===== config.mk =====
export PLATFORM = sky130hd
export DESIGN_NAME = keypad_scanner_flat
export DESIGN_NICKNAME = d
export VERILOG_FILES = /design/src/rtl/keypad_pkg.sv /design/src/rtl/keypad_scanner_if.sv /design/src/rtl/sync_2ff.sv /design/src/rtl/keypad_scanner.sv /design/src/flat_wrapper.sv
export SDC_FILE = /design/constraint.sdc
export NUM_CORES = 1
export LEC_CHECK = 0
export BUFFER_PORTS_ARGS = -buffer_cell sky130_fd_sc_hd__buf_2
export CAP_MARGIN = 20
export CORE_AREA = 2 2 75 77
export CTS_BUF_LIST = sky130_fd_sc_hd__clkbuf_16
export DETAILED_ROUTE_END_ITERATION = 8
export DIE_AREA = 0 0 77 79
export GPL_TIMING_DRIVEN = 0
export PLACE_DENSITY = 0.69
export SKIP_CTS_REPAIR_TIMING = 1
export SLEW_MARGIN = 10
export SYNTH_ARGS = -nofsm -noshare
export SYNTH_HDL_FRONTEND = slang
export SYNTH_SLANG_ARGS = --single-unit

===== constraint.sdc =====
create_clock -name clk -period 4.6 [get_ports clk]
set_input_delay 0.23 -clock clk [delete_from_list [all_inputs] [get_ports clk]]
set_output_delay 0.23 -clock clk [all_outputs]
set_load 0.1 [all_outputs]

===== src/rtl/keypad_pkg.sv =====
// keypad_pkg: shared state type, key map and helpers for the keypad scanner.
package keypad_pkg;
    localparam int NUM_ROWS = 4;
    localparam int NUM_COLS = 4;

    typedef enum logic [1:0] {SCAN, DEBOUNCE_PRESS, HELD, DEBOUNCE_RELEASE} state_t;

    // Indexed {row, col}; entry 0 is the top-left key.
    localparam logic [15:0][3:0] KEY_MAP = {
        4'hD, 4'hF, 4'h0, 4'hE,
        4'hC, 4'h9, 4'h8, 4'h7,
        4'hB, 4'h6, 4'h5, 4'h4,
        4'hA, 4'h3, 4'h2, 4'h1
    };

    function automatic logic [1:0] lowest_low(input logic [NUM_ROWS-1:0] r);
        lowest_low = 2'd0;
        for (int i = NUM_ROWS - 1; i >= 0; i--)
            if (!r[i]) lowest_low = 2'(i);
    endfunction
endpackage


===== src/rtl/keypad_scanner_if.sv =====
// keypad_scanner_if: matrix lines plus the press/key level pair seen downstream.
interface keypad_scanner_if;
    logic [3:0] rows;
    logic [3:0] cols;
    logic       press;
    logic [3:0] key;

    modport master (input rows, output cols, press, key);
    modport slave  (output rows, input cols, press, key);
endinterface


===== src/rtl/sync_2ff.sv =====
// sync_2ff: 4-bit two-flop synchronizer for the row lines, idles high.
module sync_2ff (
    input  logic       clk,
    input  logic       reset,
    input  logic [3:0] d,
    output logic [3:0] q
);
    logic [3:0] m;

    always_ff @(posedge clk)
        if (!reset) {q, m} <= '1;
        else begin
            m <= d;
            q <= m;
        end
endmodule


===== src/rtl/keypad_scanner.sv =====
// keypad_scanner: column-scans a 4x4 keypad, debounces one key and reports it as press/key.
module keypad_scanner
    import keypad_pkg::*;
#(
    parameter int SCAN_DIV        = 50000,
    parameter int DEBOUNCE_CYCLES = 500000
) (
    input logic              clk,
    input logic              reset,
    keypad_scanner_if.master bus
);
    localparam int DW = $clog2(SCAN_DIV);
    localparam int CW = $clog2(DEBOUNCE_CYCLES);

    state_t        state;
    logic [DW-1:0] dwell;
    logic [CW-1:0] cnt;
    logic [1:0]    col;
    logic [1:0]    row;
    logic [3:0]    rs;
    logic          tracked;

    sync_2ff u_sync (.clk(clk), .reset(reset), .d(bus.rows), .q(rs));

    assign tracked  = rs[row];
    assign bus.cols = ~(4'b0001 << col);

    // Counters stop one short of the terminal count; reaching it is the transition itself.
    always_ff @(posedge clk)
        if (!reset) begin
            state     <= SCAN;
            dwell     <= '0;
            cnt       <= '0;
            col       <= '0;
            row       <= '0;
            bus.press <= 1'b0;
            bus.key   <= '0;
        end else case (state)
            SCAN:
                if (dwell == DW'(SCAN_DIV - 1)) begin
                    dwell <= '0;
                    if (rs != '1) begin
                        row   <= lowest_low(rs);
                        cnt   <= '0;
                        state <= DEBOUNCE_PRESS;
                    end else col <= col + 2'd1;
                end else dwell <= dwell + 1'b1;
            DEBOUNCE_PRESS:
                if (tracked) begin
                    cnt   <= '0;
                    col   <= col + 2'd1;
                    state <= SCAN;
                end else if (cnt == CW'(DEBOUNCE_CYCLES - 1)) begin
                    cnt       <= '0;
                    bus.press <= 1'b1;
                    bus.key   <= KEY_MAP[{row, col}];
                    state     <= HELD;
                end else cnt <= cnt + 1'b1;
            HELD:
                if (tracked) begin
                    cnt   <= '0;
                    state <= DEBOUNCE_RELEASE;
                end
            DEBOUNCE_RELEASE:
                if (!tracked) begin
                    cnt   <= '0;
                    state <= HELD;
                end else if (cnt == CW'(DEBOUNCE_CYCLES - 1)) begin
                    cnt       <= '0;
                    bus.press <= 1'b0;
                    col       <= col + 2'd1;
                    dwell     <= '0;
                    state     <= SCAN;
                end else cnt <= cnt + 1'b1;
            default: state <= SCAN;
        endcase
endmodule


===== src/flat_wrapper.sv =====
// flat-port wrapper written by rule: the top's interface ports become plain ports
module keypad_scanner_flat import keypad_pkg::*;
#(
    parameter int SCAN_DIV        = 50000,
    parameter int DEBOUNCE_CYCLES = 500000
)
  (clk, reset, bus_rows, bus_cols, bus_press, bus_key);
  keypad_scanner_if bus_i ();
  input logic clk;
  input logic reset;
  input wire logic [$bits(bus_i.rows)-1:0] bus_rows;
  output wire logic [$bits(bus_i.cols)-1:0] bus_cols;
  output wire logic [$bits(bus_i.press)-1:0] bus_press;
  output wire logic [$bits(bus_i.key)-1:0] bus_key;
  assign bus_i.rows = bus_rows;
  assign bus_cols = bus_i.cols;
  assign bus_press = bus_i.press;
  assign bus_key = bus_i.key;
  keypad_scanner #(.SCAN_DIV(SCAN_DIV), .DEBOUNCE_CYCLES(DEBOUNCE_CYCLES)) u_core (.clk(clk), .reset(reset), .bus(bus_i));
endmodule

==> run_summary.xml <==
<?xml version="1.0" encoding="UTF-8"?>
<metrics>
  <group name="power_and_ir_drop">
    <metric name="p_int" unit="mW">0.742</metric>
    <metric name="switching_power" unit="mW">0.190</metric>
    <metric name="pwr-share-comb" unit="%">3.2</metric>
    <metric name="pwr_density_cell" unit="nW/um^2">294</metric>
    <metric name="leakagePower" unit="nW">1.12</metric>
    <metric name="p_seq_share" unit="%">51.2</metric>
    <metric name="power.share.clock" unit="%">45.6</metric>
    <metric name="report.power.total" unit="mW">0.932</metric>
    <metric name="switching_share" unit="%">20.4</metric>
    <metric name="vdd_drop_max" unit="V">0.000206</metric>
  </group>
  <group name="timing">
    <metric name="tns" unit="ns">0</metric>
    <metric name="timing.max_slew.rel_slack" unit="%">63.2</metric>
    <metric name="finalSetupViolCount" unit="">0</metric>
    <metric name="clock_skew" unit="ns">0.00734</metric>
    <metric name="slew_violations" unit="">0</metric>
    <metric name="period_minus_slack" unit="ns">2.30</metric>
    <metric name="fin_hold_viols" unit="">0</metric>
    <metric name="final_min_period_over_clock_period" unit="%">49.9</metric>
    <metric name="timing.fmax" unit="MHz">436</metric>
    <metric name="unrepaired_setup_endpoints_after_global_routing" unit="">no</metric>
    <metric name="max_slew.worst_pin.slew" unit="ns">0.548</metric>
  </group>
  <group name="detailed_routing">
    <metric name="drt-vias-per-instance" unit="">5.51</metric>
    <metric name="first_iter_violations" unit="">158</metric>
    <metric name="routed_wirelength" unit="um">5420</metric>
    <metric name="routed_wire_length_per_instance" unit="um">13.2</metric>
    <metric name="detailroute.via_count" unit="">2265</metric>
    <metric name="drtAntennaViolNets" unit="">0</metric>
    <metric name="firstDrtPassIters" unit="">4</metric>
    <metric name="detail_route.drc_violations" unit="">0</metric>
  </group>
  <group name="synth">
    <metric name="synth_top_area_share" unit="%">38.1</metric>
    <metric name="synth.lib_cells_used.distinct" unit="">55</metric>
    <metric name="netlist.top_cell.by_area" unit="">sky130_fd_sc_hd__dfxtp_1</metric>
    <metric name="synth_edf_count" unit="">0</metric>
    <metric name="synthCells" unit="">317</metric>
    <metric name="synth.cell_area" unit="sq um">2840</metric>
    <metric name="postSynthNetCount" unit="">331</metric>
    <metric name="ys_ff_latch" unit="">54</metric>
    <metric name="cells_taking_the_most_area_after_synthesis" unit="">sky130_fd_sc_hd__dfxtp_1 (38%), sky130_fd_sc_hd__nor2_1 (6.3%), sky130_fd_sc_hd__xor2_1 (5.2%), sky130_fd_sc_hd__xnor2_1 (4.0%), sky130_fd_sc_hd__ha_1 (3.5%)</metric>
    <metric name="synth.most_common_cell" unit="">sky130_fd_sc_hd__dfxtp_1</metric>
    <metric name="synth_sequential_area_ratio" unit="%">38.1</metric>
    <metric name="postSynth.topFlopCell" unit="">sky130_fd_sc_hd__dfxtp_1</metric>
    <metric name="postSynthAreaPerCell" unit="sq um">8.95</metric>
    <metric name="yosys_warnings" unit="">0</metric>
    <metric name="netlist_top_cells_count" unit="">sky130_fd_sc_hd__dfxtp_1 (54), sky130_fd_sc_hd__nor2_1 (48), sky130_fd_sc_hd__nand2_1 (19)</metric>
    <metric name="async_flop_share" unit="%">0</metric>
  </group>
  <group name="global_route">
    <metric name="grt_pass1_wl" unit="um">9650</metric>
    <metric name="grt_max_degree" unit="">18</metric>
    <metric name="vias_in_the_first_global_route" unit="">2097</metric>
    <metric name="grt_antenna_before_repair" unit="">0</metric>
    <metric name="globalRouteOverflowTotal" unit="">0</metric>
    <metric name="grt_use_total" unit="%">19.5</metric>
  </group>
  <group name="clocking">
    <metric name="clock_tree.htree_level_count" unit="">2</metric>
    <metric name="cts-root-buf" unit="">sky130_fd_sc_hd__clkbuf_16</metric>
    <metric name="cts_made_buffers" unit="">5</metric>
    <metric name="tritoncts" unit="">yes</metric>
    <metric name="cts_buffer_depth" unit="">2</metric>
    <metric name="clock_insertion_delay_worst_skew" unit="ns">0.29</metric>
    <metric name="path_clk_slew" unit="ns">0.07</metric>
    <metric name="numClockSinks" unit="">54</metric>
  </group>
  <group name="final_layout">
    <metric name="insertedDiodeCount" unit="">0</metric>
    <metric name="layout.nets" unit="">352</metric>
    <metric name="final_cell_count_no_fill" unit="">411</metric>
    <metric name="drive_gt1_share" unit="%">13.0</metric>
    <metric name="area.growth.synth_to_final" unit="%">11.6</metric>
  </group>
  <group name="place">
    <metric name="placement.io_buffers" unit="">14</metric>
    <metric name="placed_cells" unit="">403</metric>
    <metric name="place.gp.congestion" unit="">0.838</metric>
    <metric name="dp_hpwl" unit="um">3930</metric>
  </group>
  <group name="floorplan">
    <metric name="die-area" unit="sq um">6080</metric>
    <metric name="num_rows" unit="">27</metric>
    <metric name="die_h" unit="um">79</metric>
    <metric name="floorplan.initialDensity" unit="%">53.2</metric>
    <metric name="design.core.area" unit="sq um">5340</metric>
    <metric name="design.portCount" unit="">15</metric>
    <metric name="fp.dieW" unit="um">77</metric>
  </group>
  <group name="worst_setup_path">
    <metric name="cp.arrival" unit="ns">2.48</metric>
    <metric name="critPathKind" unit="">flop to flop</metric>
    <metric name="critPathSlowestCell" unit="">sky130_fd_sc_hd__dfxtp_1</metric>
    <metric name="max_stage_delay" unit="ns">0.41</metric>
    <metric name="critPathCaptureType" unit="">flop</metric>
    <metric name="critical_path_peak_fanout" unit="">10</metric>
    <metric name="cp.required" unit="ns">4.78</metric>
    <metric name="cp_cell_sequence" unit="">ha_1, and4_1, nand3_1, nor2_1, nor2_1, o21ai_4, buf_6, nor2_1</metric>
    <metric name="cp_launch_type" unit="">flop</metric>
    <metric name="cpMostUsedCell" unit="">sky130_fd_sc_hd__nor2_1</metric>
  </group>
  <group name="outcome">
    <metric name="status" unit="">complete, no violations</metric>
  </group>
  <group name="hold_path">
    <metric name="hp-class" unit="">input port to flop</metric>
  </group>
  <group name="run">
    <metric name="max_cap_viol_count" unit="">0</metric>
  </group>
</metrics>
final timing paths:
check / start / endpoint / slack, ns / cells after the start
max: u_core.cnt[0] / u_core.cnt[9] / 2.30 / 8
min: bus_rows[2] / u_core.u_sync.m[2] / 0.11 / 2
max reg2reg: u_core.cnt[0] / u_core.cnt[9] / 2.30 / 8
min reg2reg: u_core.u_sync.m[2] / u_core.u_sync.q[2] / 0.41 / 1
state kept, by name, indices dropped and copies added (netlist names), named ones only:
register          count
u_core.cnt           19
u_core.dwell         16
u_core.bus.key        4
u_core.u_sync.m       4
u_core.u_sync.q       4
u_core.col            2
u_core.row            2
u_core.bus.press      1
u_core.state          1
worst max-delay path: cells and delay by family, from the launching register on:
family / cells / cell delay, ns
simple gates: 5 / 1.05
flops: 1 / 0.41
compound gates: 1 / 0.33
fa+ha+maj: 1 / 0.21
buf+inv: 1 / 0.20
cell families (layout without fill, tap and decap cells):
kind of cell,count (synthesis),after routing,share of synthesized area [%]
AO/OA/AOI/OAI,47,47,12.9
buffers and inverters,24,46,3.92
adder cells (fa/ha/maj),8,8,3.53
multiplexers,10,10,4.41
AND/OR/NAND/NOR,144,144,27.9
flip-flops,54,54,38.1
XOR/XNOR,30,30,9.26
layout make-up:
class / instances / area (sq um)
clock inverter: 3 / 45.0
fill: 482 / 2170
inverter: 11 / 41.3
sequential: 54 / 1080
buffer: 13 / 70.1
clock buffer: 5 / 125
multi-input combinational: 239 / 1650
tap: 72 / 90.1
timing repair buffer: 14 / 70.1
metrics by stage:
step | hold WS (ns) | util [%] | worst slack [ns] | area (sq um)
5_1_grt | 0.111 | 59.4 | 2.07 | 3170
3_5_place_dp | 0.396 | 56.2 | 2.29 | 3000
2_1_floorplan | 0.331 | - | 2.64 | 2840
6_report | 0.110 | 59.4 | 2.30 | 3170
4_1_cts | 0.108 | 59.4 | 2.28 | 3170
3_3_place_gp | 0.389 | 56.2 | 2.27 | 3000
placed cells by master, fill, tap and decap left out, types with 4 or more instances in the layout:
cell and n:
sky130_fd_sc_hd__o21ai_0 7, sky130_fd_sc_hd__nor2_1 48, sky130_fd_sc_hd__xnor2_1 13, sky130_fd_sc_hd__nor3_1 6
sky130_fd_sc_hd__a211oi_1 8, sky130_fd_sc_hd__clkbuf_1 7, sky130_fd_sc_hd__clkbuf_16 5, sky130_fd_sc_hd__nand2_1 19
sky130_fd_sc_hd__a21oi_1 12, sky130_fd_sc_hd__xor2_1 17, sky130_fd_sc_hd__dfxtp_1 54, sky130_fd_sc_hd__inv_1 11
sky130_fd_sc_hd__and2_1 4, sky130_fd_sc_hd__buf_2 15, sky130_fd_sc_hd__nand2b_1 9, sky130_fd_sc_hd__ha_1 8
sky130_fd_sc_hd__and3_1 4, sky130_fd_sc_hd__nand3_1 17, sky130_fd_sc_hd__nand4_1 12, sky130_fd_sc_hd__and4_1 6
sky130_fd_sc_hd__mux2i_1 8
metal layers:
layer  wire (um)  global-route usage (%)
met5           0                       0
met1        2690                    26.2
met3         162                    3.07
met2        2490                    31.7
met4          80                    7.68
power by group through the flow:
| stage | Clock (mW) | Combinational, mW | Sequential [mW] |
|---|---|---|---|
| after floorplan | 0 | 0.0229 | 0.487 |
| after global placement | 0 | 0.0301 | 0.488 |
| after detailed placement | 0 | 0.0306 | 0.488 |
| after CTS | 0.432 | 0.0307 | 0.477 |
| after global routing | 0.448 | 0.0342 | 0.478 |
| final | 0.425 | 0.0302 | 0.477 |
Note: power is estimated with default switching activity, not from simulation.
